===== src/rtl/ahb_pkg.sv =====
// AHB-Lite encodings shared by the AES128 SoC bus initiator and slaves.
package ahb_pkg;

    localparam logic [1:0] HTRANS_IDLE   = 2'b00;
    localparam logic [1:0] HTRANS_NONSEQ = 2'b10;

    localparam logic [2:0] HBURST_SINGLE = 3'b000;

    localparam logic [2:0] HSIZE_BYTE = 3'b000;
    localparam logic [2:0] HSIZE_HALF = 3'b001;
    localparam logic [2:0] HSIZE_WORD = 3'b010;

    localparam logic HRESP_OKAY  = 1'b0;
    localparam logic HRESP_ERROR = 1'b1;

endpackage


===== src/rtl/ahb_lite_master.sv =====
// Single-transfer AHB-Lite initiator: turns a valid/ready command stream into pipelined
// NONSEQ transfers and returns one response per command.
module ahb_lite_master
    import ahb_pkg::*;
#(
    parameter int unsigned     ADDR_WIDTH   = 32,
    parameter int unsigned     DATA_WIDTH   = 32,
    parameter int unsigned     HBURST_WIDTH = 3,
    parameter int unsigned     HPROT_WIDTH  = 4,
    parameter logic [HPROT_WIDTH-1:0] HPROT_VAL = 4'b0011
) (
    input  logic                    HCLK,
    input  logic                    HRESETn,
    input  logic                    cmd_valid,
    output logic                    cmd_ready,
    input  logic                    cmd_write,
    input  logic [ADDR_WIDTH-1:0]   cmd_addr,
    input  logic [2:0]              cmd_size,
    input  logic [DATA_WIDTH-1:0]   cmd_wdata,
    output logic                    rsp_valid,
    output logic                    rsp_write,
    output logic                    rsp_err,
    output logic [DATA_WIDTH-1:0]   rsp_rdata,
    output logic                    busy,
    output logic [ADDR_WIDTH-1:0]   HADDR,
    output logic                    HWRITE,
    output logic [2:0]              HSIZE,
    output logic [HBURST_WIDTH-1:0] HBURST,
    output logic [HPROT_WIDTH-1:0]  HPROT,
    output logic [1:0]              HTRANS,
    output logic                    HMASTLOCK,
    output logic [DATA_WIDTH-1:0]   HWDATA,
    input  logic                    HREADY,
    input  logic                    HRESP,
    input  logic [DATA_WIDTH-1:0]   HRDATA
);

    logic [1:0]            htrans_q, htrans_d;
    logic [ADDR_WIDTH-1:0] haddr_q, haddr_d;
    logic                  hwrite_q, hwrite_d;
    logic [2:0]            hsize_q, hsize_d;
    logic [DATA_WIDTH-1:0] ap_wdata_q, ap_wdata_d;
    logic [DATA_WIDTH-1:0] hwdata_q, hwdata_d;
    logic                  dp_valid_q, dp_valid_d;
    logic                  dp_write_q, dp_write_d;
    logic                  rsp_valid_q, rsp_valid_d;
    logic                  rsp_write_q, rsp_write_d;
    logic                  rsp_err_q, rsp_err_d;
    logic [DATA_WIDTH-1:0] rsp_rdata_q, rsp_rdata_d;

    logic ap_valid;
    logic accept;

    assign ap_valid  = (htrans_q == HTRANS_NONSEQ);
    // A driven NONSEQ must stay put until the bus samples it with HREADY high.
    assign cmd_ready = HREADY | ~ap_valid;
    assign accept    = cmd_valid & cmd_ready;

    always_comb begin
        htrans_d    = htrans_q;
        haddr_d     = haddr_q;
        hwrite_d    = hwrite_q;
        hsize_d     = hsize_q;
        ap_wdata_d  = ap_wdata_q;
        hwdata_d    = hwdata_q;
        dp_valid_d  = dp_valid_q;
        dp_write_d  = dp_write_q;
        rsp_write_d = rsp_write_q;
        rsp_err_d   = rsp_err_q;
        rsp_rdata_d = rsp_rdata_q;

        if (accept) begin
            htrans_d   = HTRANS_NONSEQ;
            haddr_d    = cmd_addr;
            hwrite_d   = cmd_write;
            hsize_d    = cmd_size;
            ap_wdata_d = cmd_wdata;
        end else if (HREADY) begin
            htrans_d = HTRANS_IDLE;
        end

        if (HREADY) begin
            dp_valid_d = ap_valid;
            dp_write_d = hwrite_q;
            hwdata_d   = ap_wdata_q;
        end

        rsp_valid_d = HREADY & dp_valid_q;
        if (rsp_valid_d) begin
            rsp_write_d = dp_write_q;
            rsp_err_d   = (HRESP == HRESP_ERROR);
            rsp_rdata_d = (dp_write_q || HRESP == HRESP_ERROR) ? '0 : HRDATA;
        end
    end

    always_ff @(posedge HCLK or negedge HRESETn) begin
        if (!HRESETn) begin
            htrans_q    <= HTRANS_IDLE;
            haddr_q     <= '0;
            hwrite_q    <= 1'b0;
            hsize_q     <= HSIZE_WORD;
            ap_wdata_q  <= '0;
            hwdata_q    <= '0;
            dp_valid_q  <= 1'b0;
            dp_write_q  <= 1'b0;
            rsp_valid_q <= 1'b0;
            rsp_write_q <= 1'b0;
            rsp_err_q   <= 1'b0;
            rsp_rdata_q <= '0;
        end else begin
            htrans_q    <= htrans_d;
            haddr_q     <= haddr_d;
            hwrite_q    <= hwrite_d;
            hsize_q     <= hsize_d;
            ap_wdata_q  <= ap_wdata_d;
            hwdata_q    <= hwdata_d;
            dp_valid_q  <= dp_valid_d;
            dp_write_q  <= dp_write_d;
            rsp_valid_q <= rsp_valid_d;
            rsp_write_q <= rsp_write_d;
            rsp_err_q   <= rsp_err_d;
            rsp_rdata_q <= rsp_rdata_d;
        end
    end

    assign HTRANS    = htrans_q;
    assign HADDR     = haddr_q;
    assign HWRITE    = hwrite_q;
    assign HSIZE     = hsize_q;
    assign HWDATA    = hwdata_q;
    assign HBURST    = HBURST_WIDTH'(HBURST_SINGLE);
    assign HPROT     = HPROT_VAL;
    assign HMASTLOCK = 1'b0;

    assign rsp_valid = rsp_valid_q;
    assign rsp_write = rsp_write_q;
    assign rsp_err   = rsp_err_q;
    assign rsp_rdata = rsp_rdata_q;
    assign busy      = ap_valid | dp_valid_q;

endmodule


===== config.mk =====
export PLATFORM = sky130hd
export DESIGN_NAME = ahb_lite_master
export DESIGN_NICKNAME = d
export VERILOG_FILES = /design/src/rtl/ahb_pkg.sv /design/src/rtl/ahb_lite_master.sv
export SDC_FILE = /design/constraint.sdc
export NUM_CORES = 1
export LEC_CHECK = 0
export CAP_MARGIN = 20
export CORE_ASPECT_RATIO = 0.7
export CORE_MARGIN = 2
export CORE_UTILIZATION = 30
export DETAILED_ROUTE_END_ITERATION = 10
export RECOVER_POWER = 100
export SLEW_MARGIN = 40
export SYNTH_ARGS = -nofsm -noshare
export SYNTH_HDL_FRONTEND = slang
export SYNTH_SLANG_ARGS = --single-unit

===== constraint.sdc =====
create_clock -name HCLK -period 3.9 [get_ports HCLK]
set_input_delay 0.585 -clock HCLK [delete_from_list [all_inputs] [get_ports HCLK]]
set_output_delay 0.585 -clock HCLK [all_outputs]
set_load 0.01 [all_outputs]

==> results of run 1 <==
Yosys cell counts:
cell type and count:
nand2_2 2, conb_1 2, mux2_4 20, dfrtp_1 137
inv_1 1, clkbuf_1 3, a22o_1 32, nand2b_1 1
nand2b_4 1, mux2_2 84, buf_2 10, nor3_2 1
buf_6 3, or2_2 1, buf_4 11, dfstp_2 1
power groups by stage:
stage	combinational (mW)	clock [mW]	sequential, mW
after floorplan	0.287	0	1.86
after global placement	0.878	0	1.79
final	0.795	1.54	1.76
after detailed placement	0.902	0	1.80
after CTS	0.906	1.59	1.78
after global routing	0.858	1.65	1.80
state kept, by name, summed over array words and instances (netlist names):
signal      flops
rsp_err         1
dp_write_q      1
HWDATA         32
HADDR          32
rsp_write       1
rsp_valid       1
HSIZE           3
rsp_rdata      32
dp_valid_q      1
HWRITE          1
ap_wdata_q     32
HTRANS          1
worst max-delay path: stages:
cell and delay (ps):
clkbuf_1 350, nand2_1 840, nor3_4 620, buf_6 210, buf_8 170, a22o_1 150
metrics by stage:
step           setup slack [ps]  instance area [um2]  power (mW)
2_1_floorplan              2190                 5250        2.14
6_report                   1320                 8010        4.10
4_1_cts                    1650                 8120        4.27
5_1_grt                     990                 8010        4.31
3_5_place_dp               1570                 7550        2.70
3_3_place_gp               1350                 7480        2.67
how the worst max path moves through the flow:
stage	start	end	slack, ps	cells past startpoint
finish	HREADY	rsp_rdata[21]	1320	6
global route	HREADY	rsp_rdata[21]	990	6
CTS	HTRANS[1]	busy	1650	2
detailed placement	HREADY	rsp_rdata[21]	1570	6
global placement	HREADY	rsp_rdata[28]	1350	4
floorplan	HREADY	HADDR[10]	2190	6
final cells by class:
class                           instances  share of cell area [%]
Clock inverter                         13                    1.48
Timing Repair Buffer                  215                    27.0
Inverter                                1                  0.0469
Multi-Input combinational cell        151                    19.1
Tap cell                              231                    3.61
Sequential cell                       138                    43.1
Clock buffer                           19                    5.65
kinds of logic (layout without fill, tap and decap cells):
family | count (synthesis) | count (layout) | synth area share (%)
AO/OA/AOI/OAI | 32 | 32 | 5.37
buffers and inverters | 28 | 248 | 3.48
other | 2 | 9 | 0.144
flip-flops | 138 | 138 | 66.2
multiplexers | 104 | 104 | 23.9
AND/OR/NAND/NOR | 6 | 6 | 0.935
layout by cell type, fill, tap and decap left out, types with 3 or more instances in the layout:
master / instances
clkdlybuf4s50_1: 102
inv_6: 3
conb_1: 9
dlygate4sd3_1: 106
clkinvlp_4: 4
clkbuf_1: 3
mux2_1: 20
a22o_1: 32
clkinv_2: 3
mux2_2: 84
dfrtp_1: 137
clkbuf_16: 17
metal layers:
metal  wire, um  vias to the layer above
li1           -                     1529
met2       5730                      140
met1       5500                     1680
met5          0                        -
met4        136                        0
met3       1230                       14
==> flow_summary.yaml, run 1 <==
cts:
  clock_sink_count: 138
  clock-root-buffer: "clkbuf_16"
  cts_tree: "built"
  clk_pin_slew_worst_paths_ps: 60
  post_cts_resized: 0
  cts_setup_buffers: 0
  numCtsBuffers: 17
  h-tree-depth: 4
  ctsHoldBuffers: 0
  clockBufferDepth: 2
  clk_latency_ps: 420
pwr:
  p_sw_share_pct: 25.5
  powerDensity_mw_per_mm2: 512
  p_leak_nw: 3.47
  clockPowerShare_pct: 37.6
  intPower_mw: 3.05
  p_comb_share_pct: 19.4
  power.net_switching_mw: 1.04
  pwr-share-seq_pct: 43.0
  vdd_drop_max_v: 0.000244
cells_and_area:
  fillers: 1536
  multiInputGateArea_mm2: 0.00153
  drive_gt1_share_pct: 23.1
  syn2layout_area_growth_pct: 53.5
  final_cells: 768
  diodes: 0
  seqCellArea_mm2: 0.00345
  final_nets: 629
  fin_util_pct: 46.8
floorplanning:
  boundaryPins: 220
  core_area_mm2: 0.0171
  placementRows: 40
  chipHeight_um: 114
  dieArea_mm2: 0.0185
  initial_core_util_pct: 30.5
  dieWidth_um: 162
global_route:
  antenna_found_initial: 0
  grt_pass1_vias: 3620
  met3_usage_pct: 5.98
  top_usage_layer: "met2"
  gr-total-overflow: 0
  met1_usage_pct: 18.5
  grt_max_degree: 69
  grt_use_total_pct: 14.1
  grt_pass1_wl_um: 19900
  grt_use_met2_pct: 21.3
sta:
  relSlewSlack_pct: -15.7
  tightest_slew_ps: 1740
  report.final.slew_viol_count: 98
  rsz0062_at_grt: "false"
  period_share_pct: 66.2
  tns_ps: 0
  max_freq_ghz: 0.388
  setup_viol: 0
  fin_crit_ps: 2580
  fin_skew_ps: 9.20
  hold_slack_ps: 83.9
  hold_viol: 0
logic_synthesis:
  synthesis.area_mm2: 0.00522
  syn_area_per_cell_um2: 16.8
  synthTopCellsByArea: "dfrtp_1 (66%), mux2_2 (18%), mux2_4 (5.8%)"
  yosys_warnings: 0
  synth.largest_area_cell: "dfrtp_1"
  synth-seq-cells: 138
  netlist-cell-type-count: 16
  synthCells: 310
  yosysSeqAreaShare_pct: 66.2
  synth_top_area_share_pct: 65.7
min_path:
  hold_path_class: "in -> async"
run:
  maxCapViolCount: 2
drt:
  wire_per_inst_um: 16.4
  first_pass_iters: 4
  first_iter_violations: 123
  vias: 3363
  final_antenna_net_count: 0
  drt_wl_total_um: 12600
  drt-vias-per-instance: 4.38
  drc_errors: 0
critical_path:
  crit-reg2reg-launch: "HTRANS[1]"
  ff2ff_path_depth: 3
  critPathLaunchType: "input pin"
  worstPathMaxFanout: 36
  r2r_end: "HADDR[20]"
  cp.required_ps: 4250
  crit_type: "in -> reg"
  cp.arrival_ps: 2930
  rrSetupSlack_ps: 1550
  crit_path_end_kind: "flop"
placed_design:
  dp.cells: 736
  io_buffer_count: 210
  dp.final_hpwl_um: 8950
  gp_congestion: 0.801
run_status:
  status: "finished with violations"
  violations: "max-capacitance violations, max-slew violations"
Note: power is estimated with default switching activity, not from simulation.
==> run 2: changes to the inputs <==
==> constraint.sdc (replaced) <==
create_clock -name HCLK -period 2.25 [get_ports HCLK]
set_input_delay 0.3375 -clock HCLK [delete_from_list [all_inputs] [get_ports HCLK]]
set_output_delay 0.3375 -clock HCLK [all_outputs]
set_load 0.01 [all_outputs]
==> run 2 against run 1 <==
The flow now finishes without violations. Sequential power up 73%. Register-to-register slack got worse by 1100 ps. Setup slack worse by 1100 ps. Largest cell class unchanged. Largest power group unchanged.
==> flow_summary.yaml, run 2 (synthesis results as in run 1) <==
run_status:
  status: "finished clean"
sta:
  rsz0062_at_grt: "false"
  fin_skew_ps: 11.4
  fin_crit_ps: 2050
  max_freq_ghz: 0.488
  relSlewSlack_pct: 16.8
  hold_viol: 0
  period_share_pct: 91.1
  tns_ps: 0
  report.final.slew_viol_count: 0
  tightest_slew_ps: 1250
  setup_viol: 0
cells_and_area:
  seqCellArea_mm2: 0.00345
  final_cell_mix: "dfrtp_1 (137), dlygate4sd3_1 (107), clkdlybuf4s50_1 (102), mux2_2 (84), a22o_1 (32)"
  finalInstanceArea_mm2: 0.00805
  multiInputGateArea_mm2: 0.00153
  final_nets: 634
  layout_commonest_cell: "dfrtp_1"
  fillers: 1531
  drive_gt1_share_pct: 24.0
  syn2layout_area_growth_pct: 54.2
  diodes: 0
drt:
  first_pass_iters: 4
  final_antenna_net_count: 0
  drt_wl_total_um: 12400
  first_iter_violations: 132
  drt-vias-per-instance: 4.38
  wire_per_inst_um: 16.0
  vias: 3389
  drc_errors: 0
floorplanning:
  dieWidth_um: 162
  boundaryPins: 220
  chipHeight_um: 114
  core_area_mm2: 0.0171
  dieArea_mm2: 0.0185
  placementRows: 40
  initial_core_util_pct: 30.5
critical_path:
  cp.arrival_ps: 1710
  critPathLaunchType: "flop"
  crit_type: "reg -> out"
  worstPathMaxFanout: 4
  crit_path_end_kind: "output pin"
  cp.required_ps: 1910
cts:
  clock_sink_count: 138
  clk_latency_ps: 410
  clk_pin_slew_worst_paths_ps: 60
  numCtsBuffers: 17
  clockBufferDepth: 2
  clock-root-buffer: "clkbuf_16"
  h-tree-depth: 4
  post_cts_resized: 0
  cts_setup_buffers: 0
  cts_tree: "built"
global_route:
  gr-total-overflow: 0
  grt_pass1_wl_um: 19900
  grt_max_degree: 52
  antenna_found_initial: 0
  grt_use_total_pct: 14.0
  grt_pass1_vias: 3629
placed_design:
  dp.final_hpwl_um: 8810
  gp_congestion: 0.771
  postPlaceCellArea_mm2: 0.00757
  io_buffer_count: 210
run:
  maxCapViolCount: 0
pwr:
  powerDensity_mw_per_mm2: 888
  vdd_drop_max_v: 0.000386
  p_leak_nw: 3.53
min_path:
  hold_path_class: "in -> reg"
==> run 2: cell types whose count changed in the layout (fill, tap and decap cells not counted), moves of 3 or more <==
cell        previous run  this run
buf_4                  0         4
clkbuf_2               0         3
clkinv_2               3         6
clkinvlp_4             4         1
inv_6                  3         0
mux2_1                20        17
mux2_4                 0         3
==> run 2: per-layer routing <==
| metal | vias up | wire length [um] | share of wire [%] | track usage (%) |
|---|---|---|---|---|
| met5 | - | 0 | 0 | 0 |
| met3 | 8 | 961 | 7.8 | 5.94 |
| met2 | 128 | 5630 | 45 | 21.5 |
| met1 | 1719 | 5690 | 46 | 18.1 |
| li1 | 1534 | - | - | - |
| met4 | 0 | 94 | 0.76 | 4.25 |
==> run 2: final timing paths <==
check	start	end	slack, ps	depth (start not counted)
min reg2reg	HADDR[21]	HADDR[21]	490	1
min in group asynchronous	HRESETn	HADDR[19]	720	2
max	HTRANS[1]	busy	200	2
min	HREADY	dp_valid_q	420	2
max in group asynchronous	HRESETn	ap_wdata_q[31]	430	3
max reg2reg	dp_valid_q	rsp_rdata[29]	420	4
==> run 2: area by class of cell <==
type	instances	area share, %
Clock inverter	12	1.54
Timing Repair Buffer	220	27.2
Sequential cell	138	42.9
Clock buffer	20	5.67
Tap cell	231	3.59
Multi-Input combinational cell	151	19.0
Inverter	1	0.0466
==> run 2: critical path, cell delays in order (launching register included) <==
cell	delay (ps)
dfrtp_1	400
or2_2	290
dlygate4sd3_1	610
==> run 2: repair_timing <==
item                                    in CTS  in global routing
endpoints found under the setup margin       0                  0
hold buffers                                 1                  0
endpoints found under the hold margin       48                  0
==> run 2: where the power goes <==
| group | leakage (nW) | switching [mW] | total, mW | internal (mW) |
|---|---|---|---|---|
| Combinational | 1.57 | 0.536 | 1.38 | 0.848 |
| Sequential | 1.67 | 0.180 | 3.04 | 2.87 |
| Clock | 0.289 | 1.03 | 2.71 | 1.68 |
==> run 2: stage by stage <==
step	power (mW)	cells	hold WS, ps	worst slack, ps	utilization (%)
floorplan	3.72	317	41.9	786	-
global placement	4.64	740	299	477	44.2
detailed placement	4.67	740	309	441	44.2
CTS	7.44	773	333	248	47.7
global route	7.53	773	444	111	47.0
finish	7.14	773	419	200	47.0
